`src/rtl/pipeline_ctrl_pkg.sv`:
```
// pipeline_ctrl_pkg: shared encodings and constants for the pipeline hazard/stall control
package pipeline_ctrl_pkg;
    localparam int REG_W = 5;
    localparam logic [REG_W-1:0] REG_ZERO = 5'd0;
    typedef enum logic {RUN = 1'b0, MD_WAIT = 1'b1} md_state_t;
endpackage

```
`src/rtl/md_busy_timer.sv`:
```
// md_busy_timer: tracks HI/LO occupancy for MD_CYCLES cycles after each mult/div start
module md_busy_timer
    import pipeline_ctrl_pkg::*;
#(
    parameter int MD_CYCLES = 32
) (
    input  logic clk,
    input  logic reset,
    input  logic ex_md_start,
    output logic md_busy
);
    md_state_t state, state_n;
    logic [5:0] cnt, cnt_n;
    always_ff @(posedge clk) begin
        if (reset) begin
            state <= RUN;
            cnt   <= '0;
        end else begin
            state <= state_n;
            cnt   <= cnt_n;
        end
    end
    always_comb begin
        state_n = state;
        cnt_n   = cnt;
        if (ex_md_start) begin
            state_n = MD_WAIT;
            cnt_n   = 6'(MD_CYCLES - 1);
        end else if (state == MD_WAIT) begin
            state_n = cnt == '0 ? RUN : MD_WAIT;
            cnt_n   = cnt == '0 ? cnt : cnt - 6'd1;
        end
    end
    always_ff @(posedge clk)
        assert (reset || !(state == MD_WAIT && ex_md_start))
            else $error("mult/div restarted while HI/LO busy");
    assign md_busy = state == MD_WAIT;
endmodule

```
`src/rtl/hazard_stall_controller.sv`:
```
// hazard_stall_controller: ID-stage stall/flush sequencing for load-use, branch and mult/div hazards
module hazard_stall_controller
    import pipeline_ctrl_pkg::*;
#(
    parameter int MD_CYCLES = 32,
    parameter int CNT_W     = 32
) (
    input  logic             clk,
    input  logic             reset,
    input  logic [REG_W-1:0] id_rs,
    input  logic [REG_W-1:0] id_rt,
    input  logic             id_uses_rs,
    input  logic             id_uses_rt,
    input  logic             id_uses_hilo,
    input  logic             ex_mem_read,
    input  logic [REG_W-1:0] ex_rt,
    input  logic             ex_branch_taken,
    input  logic             ex_md_start,
    output logic             pc_write,
    output logic             ifid_write,
    output logic             ifid_flush,
    output logic             idex_flush,
    output logic             md_busy,
    output logic [CNT_W-1:0] stall_count
);
    logic load_use, hilo_haz, stall;
    md_busy_timer #(.MD_CYCLES(MD_CYCLES)) u_timer (
        .clk(clk),
        .reset(reset),
        .ex_md_start(ex_md_start),
        .md_busy(md_busy)
    );
    always_comb begin
        load_use   = ex_mem_read && ex_rt != REG_ZERO &&
                     ((id_uses_rs && id_rs == ex_rt) || (id_uses_rt && id_rt == ex_rt));
        hilo_haz   = id_uses_hilo && (md_busy || ex_md_start);
        stall      = !ex_branch_taken && (load_use || hilo_haz);
        pc_write   = !reset && !stall;
        ifid_write = pc_write;
        ifid_flush = reset || ex_branch_taken;
        idex_flush = reset || ex_branch_taken || stall;
    end
    always_ff @(posedge clk) begin
        if (reset)
            stall_count <= '0;
        else if (!pc_write && stall_count != '1)
            stall_count <= stall_count + 1'b1;
    end
endmodule

```
`config.mk`:
```
export PLATFORM = sky130hd
export DESIGN_NAME = hazard_stall_controller
export DESIGN_NICKNAME = d
export VERILOG_FILES = /design/src/rtl/pipeline_ctrl_pkg.sv /design/src/rtl/md_busy_timer.sv /design/src/rtl/hazard_stall_controller.sv
export SDC_FILE = /design/constraint.sdc
export NUM_CORES = 1
export LEC_CHECK = 0
export ABC_AREA = 1
export CORE_ASPECT_RATIO = 0.6
export CORE_MARGIN = 2
export CORE_UTILIZATION = 40
export CTS_CLUSTER_DIAMETER = 40
export DETAILED_ROUTE_END_ITERATION = 8
export GPL_TIMING_DRIVEN = 1
export MAX_ROUTING_LAYER = met4
export PLACE_DENSITY_LB_ADDON = 0.25
export SLEW_MARGIN = 20
export SYNTH_ARGS = -nofsm -noshare
export SYNTH_HDL_FRONTEND = slang
export SYNTH_SLANG_ARGS = --single-unit
export TNS_END_PERCENT = 20
```
`constraint.sdc`:
```
create_clock -name clk -period 2 [get_ports clk]
set_input_delay 0.5 -clock clk [delete_from_list [all_inputs] [get_ports clk]]
set_output_delay 0.5 -clock clk [all_outputs]
set_load 0.01 [all_outputs]
```
=== Yosys cells after proc, flatten, opt, wreduce, memory -nomap -nowiden ===
Cells that the tools add are included.

* Register bits after elaboration: 39
* Bits in latches: 0
* Bits in writable memories: 0
* Bits in read-only memories: 0
* Input bits: 23
* Memories kept: 0

* Add/sub/neg operators: 2
* Multiply operators: 0
* Divide/modulo/power cells: 0
* Magnitude comparators: 0
* Equal/unequal tests: 4
* Shift-type cells: 0
* Multiplexer cells: 6
* Bitwise operators: 1
* Reductions and logical operators: 23

{| class="wikitable"
|+ Operator list
! cell !! count
|-
| adder 32 x 1 -> 32 bit, second input constant || 1
|-
| inequality test 32 bit, second input constant || 1
|-
| two-way mux 5 bit || 3
|-
| == test 5 bit || 2
|-
| logical AND 1 bit || 8
|-
| logical NOT 6 bit || 1
|-
| subtractor 6 x 1 -> 6 bit, second input constant || 1
|-
| logical OR 1 bit || 5
|-
| nonzero test 5 bit || 1
|-
| logical NOT 1 bit || 4
|-
| AND reduction 2 bit || 2
|-
| two-way mux 1 bit || 3
|-
| inequality test 2 bit, second input constant || 1
|-
| nonzero test 2 bit || 1
|-
| OR reduction 2 bit || 1
|-
| inverter 1 bit || 1
|}

=== Logic depth before layout (Yosys ltp) ===
Gate-level depths: netlist of run 1.

* Depth after elaboration: 10
* Depth in mapped cells: 15
* Mapped depth without buffers: 14

=== Cells and area by module ===
A second synthesis of run 1 with hierarchy kept.

* Cell total of the unflattened synthesis: 435
* Area total of the unflattened synthesis: 2637.5 µm²

{| class="wikitable"
|+ Modules (own cells, without submodules)
! module !! times used !! cells each !! area each (µm²) !! sequential area each (µm²)
|-
| hazard_stall_controller || 1 || 370 || 2213.4 || 640.6
|-
| md_busy_timer || 1 || 65 || 424.2 || 140.1
|}

=== Worst setup path before layout of run 1 ===
Ideal clock, no wire load.

* Path kind: input -> output
* From: input ex_rt[3]
* To: output pc_write
* Arrival time: 1.566 ns
* Required time: 1.500 ns
* Slack: -0.066 ns
* Stages on the path: 11
* Path buffers: 2
* Path through: inv_1 -> nand4_1 -> o21ai_0 -> inv_1 -> nand2_1 -> nand2_1 -> nand2_2 -> nand2_2 -> buf_4 -> inv_1 -> buf_4

* Cells in the longest elaborated chain, start to end: 8
* Elaborated cells on any way between the ends: 12

{| class="wikitable"
|+ RTL lines
! element !! RTL line !! RTL
|-
| start, declared || hazard_stall_controller.sv:16 || <nowiki>input logic [REG_W-1:0] ex_rt,</nowiki>
|-
| == test 5 bit || hazard_stall_controller.sv:35 || <nowiki>((id_uses_rs && id_rs == ex_rt) || (id_uses_rt && id_rt == ex_rt));</nowiki>
|-
| logical AND 1 bit || hazard_stall_controller.sv:35 ||
|-
| logical OR 1 bit || hazard_stall_controller.sv:35 ||
|-
| logical AND 1 bit (*) || hazard_stall_controller.sv:34 || <nowiki>load_use = ex_mem_read && ex_rt != REG_ZERO &&</nowiki>
|-
| logical OR 1 bit (*) || hazard_stall_controller.sv:37 || <nowiki>stall = !ex_branch_taken && (load_use || hilo_haz);</nowiki>
|-
| logical AND 1 bit (*) || hazard_stall_controller.sv:37 ||
|-
| logical NOT 1 bit (*) || hazard_stall_controller.sv:38 || <nowiki>pc_write = !reset && !stall;</nowiki>
|-
| logical AND 1 bit (*) || hazard_stall_controller.sv:38 ||
|-
| end, declared || hazard_stall_controller.sv:19 || <nowiki>output logic pc_write,</nowiki>
|}

Mark *: on every way between the ends. The rest lies on a longest branch, timed or not.

=== Worst setup path in the final report of run 1 ===
* From: input ex_rt[4]
* To: output ifid_write

* Cells in the longest elaborated chain, start to end: 8
* Elaborated cells on any way between the ends: 12

{| class="wikitable"
|+ RTL lines
! element !! RTL line !! RTL
|-
| == test 5 bit || hazard_stall_controller.sv:35 ||
|-
| logical AND 1 bit || hazard_stall_controller.sv:35 ||
|-
| logical OR 1 bit || hazard_stall_controller.sv:35 ||
|-
| logical AND 1 bit (*) || hazard_stall_controller.sv:34 ||
|-
| logical OR 1 bit (*) || hazard_stall_controller.sv:37 ||
|-
| logical AND 1 bit (*) || hazard_stall_controller.sv:37 ||
|-
| logical NOT 1 bit (*) || hazard_stall_controller.sv:38 ||
|-
| logical AND 1 bit (*) || hazard_stall_controller.sv:38 ||
|-
| end, declared || hazard_stall_controller.sv:20 || <nowiki>output logic ifid_write,</nowiki>
|}

Marks and branches as above.

==> flow_metrics.tcl, run 1 <==
set metrics [dict create \
    yosys_warnings 0 \
    r2r_start "stall_count[2]$_SDFFE_PP0P_" \
    p_per_area_nw_per_um2 454 \
    rows 22 \
    diodes 0 \
    clock-root-buffer "clkbuf_8" \
    drv_slew 0 \
    grt_pass1_vias 2583 \
    initial_core_util_pct 41.1 \
    ys_types 27 \
    synth_largest_area_cell "dfxtp_1" \
    drive_gt1_share_pct 19.5 \
    final_util_pct 57.3 \
    die_w_um 106 \
    fin_worst_skew_ns 0.00729 \
    die-area_um2 6920 \
    r2r_cells 9 \
    synth_enable_flop_cells 0 \
    grt_start_max_net_pins 23 \
    insertion_delay_ns 0.29 \
    h-tree-depth 2 \
    synth_most_common_cell "nand2_1" \
    final_nets 541 \
    rsz0062_at_grt "yes" \
    worst_pin_slew_ns 0.346 \
    hold_viol_final 0 \
    worst_slack_ns 0.0709 \
    start_kind "primary input" \
    drt_wl_total_um 6860 \
    overflow 0 \
    cts_buffer_depth 2 \
    setup_viol 0 \
    finalCritPeriodShare_pct 96.5 \
    ant_nets 0 \
    synth_top_area_share_pct 31.2 \
    grt_use_total_pct 21.4 \
    crit_path_max_fanout 4 \
    syn-cell-area_um2 2500 \
    route.detailed.drc 0 \
    status "complete, no violations" \
    numPortBuffers 59 \
    ys_seq_area_share_pct 31.2 \
    ys_ff_latch 39 \
    syn-num-nets 461 \
    cp-end-kind "output pin" \
    synthFlopType "dfxtp_1" \
    synth_area_leaders "dfxtp_1, nand2_1, nor2_1" \
    max-slew-margin-rel_pct 76.7 \
    syn_inst 436 \
    path_class "primary input to output pin" \
    avgViaCountPerCell 4.68 \
    vdd_ir_drop_max_uv 224 \
    pre_cts_ws_ns -0.790 \
    numCtsBuffers 5 \
    dr_total_vias 2812 \
    p_leak_nw 1.52 \
    hold_ws_ns 0.472 \
    synth_area_per_cell_um2 5.73 \
    max_freq_mhz 518 \
    area_growth_pct 39.5 \
    cts_tree "yes" \
    place_hpwl_um 5180 \
    cp.required_ns 1.50 \
    first_pass_iters 6 \
    cp-startpoint "ex_rt[4]" \
    synthTopCellsByCount "nand2_1, nor2_1, inv_1" \
    finalCriticalPeriod_ns 1.93 \
    min_path_cells 2 \
    num_io_pins 60 \
    max_cap_violations 0 \
    hp-start "u_timer.cnt[0]$_SDFFE_PP0P_" \
    r2r_slack_ns 0.22 \
    clkTransAtPathRegs_ns 0.08 \
    initialDrtViolationCount 164 \
    design_power_total_mw 1.58 \
    design.core.area_um2 6080 \
    wire_per_inst_um 11.4 \
    gp_congestion 0.875 \
    grt_pass1_wl_um 11600 \
    antenna_found_initial 0 \
    arrival_ns 1.43 \
    die_y_um 65.2 \
    hold_path_class "register to register" \
    synthArstFlopShare_pct 0 \
    clock-sinks 39 \
    hold_buffers 0 \
]
## final cells by class
cell class	instances	area (um2)
Clock buffer	6	72.6
Clock inverter	2	12.5
Fill cell	613	2600
Inverter	58	225
Multi-Input combinational cell	329	1540
Sequential cell	39	783
Tap cell	84	105
Timing Repair Buffer	83	748
## state kept, by name, summed over array words and instances (netlist names)
signal and cells:
u_timer.cnt 6, u_timer.md_busy 1, stall_count 32
## where the power goes
group	internal (mW)	leakage [nW]	total (mW)	switching (mW)
Sequential	0.790	0.317	0.801	0.0103
Combinational	0.116	1.16	0.257	0.141
Clock	0.244	0.0412	0.526	0.282
Total	1.15	1.52	1.58	0.433
## repair_timing
item / CTS / global route
resized for setup: 85 / 52
gates cloned: 0 / 0
pin swaps: 25 / 26
buffers inserted: 1 / 1
setup endpoints to repair: 21 / 26
## final timing paths
kind | to
max | ifid_write
min | u_timer.cnt[0]$_SDFFE_PP0P_
max reg2reg | stall_count[25]$_SDFFE_PP0P_
min reg2reg | u_timer.cnt[0]$_SDFFE_PP0P_
## critical path: stages
cell and delay (ns):
buf_8 0.09, inv_4 0.03, nand2_2 0.05, nand2_2 0.07, nor2_4 0.12, nand3_2 0.08, nand2_2 0.07, nand2_2 0.06
nand2_4 0.07, nand2_4 0.06, nand2_4 0.08, inv_4 0.04, buf_6 0.11
## logic make-up after synthesis
family	count (synthesis)	share of synthesized area, %
and+or+nand+nor	301	50.8
DFF	39	31.2
xor gates and xnor gates	1	0.351
AOI/OAI and AO/OA	25	5.51
buffers and inverters	68	11.1
adders and majority gates	2	1.00
## metrics by stage
stage / area, um2 / TNS (ns) / instances
final: 3480 / 0 / 601
after global routing: 3480 / 0 / 601
after CTS: 3350 / 0 / 600
after detailed placement: 3310 / -13.08 / 592
after global placement: 3310 / -11.70 / 592
after floorplan: 2500 / 0 / 436
## cell usage in the layout, fill, tap and decap left out, types with 2 or more instances in the layout
cell type	netlist	final
a21oi_1	14	14
a31oi_1	2	2
buf_2	6	5
buf_4	2	25
buf_6	1	10
clkbuf_2	0	2
clkbuf_8	0	5
clkdlybuf4s15_1	0	2
clkdlybuf4s50_1	0	36
dfxtp_1	39	37
dfxtp_2	0	2
dlygate4sd2_1	0	2
ha_1	2	2
inv_1	53	46
inv_2	5	9
inv_4	0	3
nand2_1	139	122
nand2_2	4	17
nand2_4	0	4
nand3_1	33	32
nand3b_1	3	3
nand4_1	6	6
nand4_2	2	2
nor2_1	101	97
nor2_2	5	7
nor2_4	1	3
nor3_1	2	2
nor4_1	2	2
o21ai_0	5	3
o21bai_1	3	3
## routing by layer
metal  vias to the layer above  track usage, %  part of all wire (%)
li1                       1499               -                     -
met5                         -               -                     0
met2                        79            32.0                    40
met1                      1228            30.3                    52
met4                         0            4.61                  0.67
met3                         6            4.07                   7.8
Power figures use the tool's default switching activity.
==> inputs of run 2 (changes only) <==
- ABC_CLOCK_PERIOD_IN_PS: not set -> 2000
- CORE_MARGIN: 2 -> not set
==> run 2 against run 1 <==
Die area decreased by 4.9%. Register-to-register slack got worse by 0.07 ns. Clock-buffer cell count unchanged. Non-clock buffer count decreased by 1. Via count increased by 3.1%. Hold slack improved by 0.0022 ns. Highest routed layer unchanged. Final cell count decreased by 0.83%.
==> flow_metrics.tcl, run 2 (synthesis results as in run 1) <==
set metrics [dict create \
    grt_pass1_wl_um 12100 \
    setup_viol 0 \
    die_w_um 104 \
    hold_path_class "register to register" \
    r2r_start "stall_count[0]$_SDFFE_PP0P_" \
    cts_tree "yes" \
    path_class "primary input to output pin" \
    ant_nets 0 \
    numCtsBuffers 5 \
    p_leak_nw 1.52 \
    die-area_um2 6580 \
    worst_pin_slew_ns 0.448 \
    final_nets 540 \
    num_io_pins 60 \
    antenna_found_initial 0 \
    start_kind "primary input" \
    grt_start_max_net_pins 23 \
    initial_core_util_pct 43.2 \
    clock-root-buffer "clkbuf_8" \
    overflow 0 \
    mostFrequentLayoutCells "nand2_1, nor2_1, inv_1" \
    pre_cts_ws_ns -0.798 \
    clockPowerShare_pct 39.7 \
    arrival_ns 1.44 \
    vdd_ir_drop_max_uv 356 \
    grt_pass1_vias 2594 \
    grt_util_met3_pct 4.14 \
    hp-start "u_timer.cnt[0]$_SDFFE_PP0P_" \
    hold_ws_ns 0.474 \
    cp-end-kind "output pin" \
    p_per_area_nw_per_um2 502 \
    grt_use_total_pct 23.2 \
    r2r_cells 10 \
    first_pass_iters 4 \
    drt_wl_total_um 7200 \
    worst_slack_ns 0.0550 \
    r2r_slack_ns 0.15 \
    hold_buffers 0 \
    max-slew-margin-rel_pct 69.9 \
    hold_viol_final 0 \
    regMostFlops "stall_count" \
    min_path_cells 2 \
    place_area_um2 3310 \
    cts_buffer_depth 2 \
    max_freq_mhz 514 \
    avgViaCountPerCell 4.86 \
    switchingPower_uw 425 \
    clock-sinks 39 \
    largest_reg_flops 32 \
    drive_gt1_share_pct 15.3 \
    grt_util_met2_pct 34.2 \
    area_growth_pct 37.7 \
    route.detailed.drc 0 \
    seqPwrFrac_pct 46.3 \
    place_hpwl_um 5510 \
    design.core.area_um2 5780 \
    fin_worst_skew_ns 0.00496 \
    status "complete, no violations" \
    numPortBuffers 59 \
    design_power_total_mw 1.73 \
    min_to "u_timer.cnt[0]$_SDFFE_PP0P_" \
    diodes 0 \
    final_area_um2 3440 \
    gp_congestion 0.960 \
    r2r-end "stall_count[31]$_SDFFE_PP0P_" \
    crit_path_max_fanout 3 \
    cp.required_ns 1.50 \
    h-tree-depth 2 \
    clkTransAtPathRegs_ns 0.08 \
    rsz0062_at_grt "yes" \
    max_cap_violations 0 \
    fill_cells 581 \
    drv_slew 0 \
    pwr-share-comb_pct 14.0 \
    final_common_cell "nand2_1" \
    busiest_layer "met2" \
    insertion_delay_ns 0.29 \
    p_sw_share_pct 24.6 \
    p_int_mw 1.30 \
    dr_total_vias 2899 \
    wire_per_inst_um 12.1 \
    finalCriticalPeriod_ns 1.94 \
    die_y_um 63.2 \
    rows 21 \
    initialDrtViolationCount 168 \
    finalCritPeriodShare_pct 97.2 \
    use_met1_pct 33.7 \
]
[run 2: metrics by stage]
stage          utilization, %  TNS (ns)  instances
2_1_floorplan               -         0        436
3_3_place_gp             57.2    -11.96        588
3_5_place_dp             57.2    -13.32        588
4_1_cts                  58.1         0        597
5_1_grt                  59.5   -0.0790        596
6_report                 59.5         0        596
[run 2: metal layers]
layer / wire length, um / vias to the layer above
met5: 0 / -
met4: 35 / 0
met3: 496 / 4
met2: 2980 / 92
met1: 3690 / 1294
li1: - / 1509
[run 2: cell type report]
cell class,instances,area [um2],area share (%)
tap,80,100,2.91
clock inverter,2,35.0,1.02
inverter,58,228,6.62
multi-input combinational,329,1480,42.9
clock buffer,6,82.6,2.40
timing repair buffer,82,737,21.4
sequential,39,781,22.7
[run 2: worst max-delay path by stage]
stage	from	end	slack, ns
after floorplan	ex_rt[3]	pc_write	0.003
after global placement	ex_rt[4]	idex_flush	-0.76
after detailed placement	ex_rt[4]	idex_flush	-0.80
after CTS	ex_rt[4]	ifid_write	0.00007
after global routing	id_uses_rt	ifid_write	-0.04
final	id_uses_hilo	ifid_write	0.06
[run 2: repair_timing]
action | in CTS | in global routing
setup buffers | 1 | 0
pin swaps | 20 | 17
endpoints found under the setup margin | 28 | 17
gates resized for setup | 83 | 27
[run 2: power groups by stage]
stage | combinational (mW) | clock (mW) | sequential, mW
after global routing | 0.268 | 0.735 | 0.801
after floorplan | 0.123 | 0 | 0.819
after global placement | 0.233 | 0 | 0.817
after CTS | 0.226 | 0.697 | 0.799
after detailed placement | 0.238 | 0 | 0.817
final | 0.242 | 0.686 | 0.799
[run 2: critical path, cell delays in order]
cell and delay [ns]:
clkdlybuf4s50_1 0.48, o21ai_2 0.06, nand2_1 0.07, nand2_2 0.08, nand2_4 0.09, inv_4 0.04
buf_6 0.11
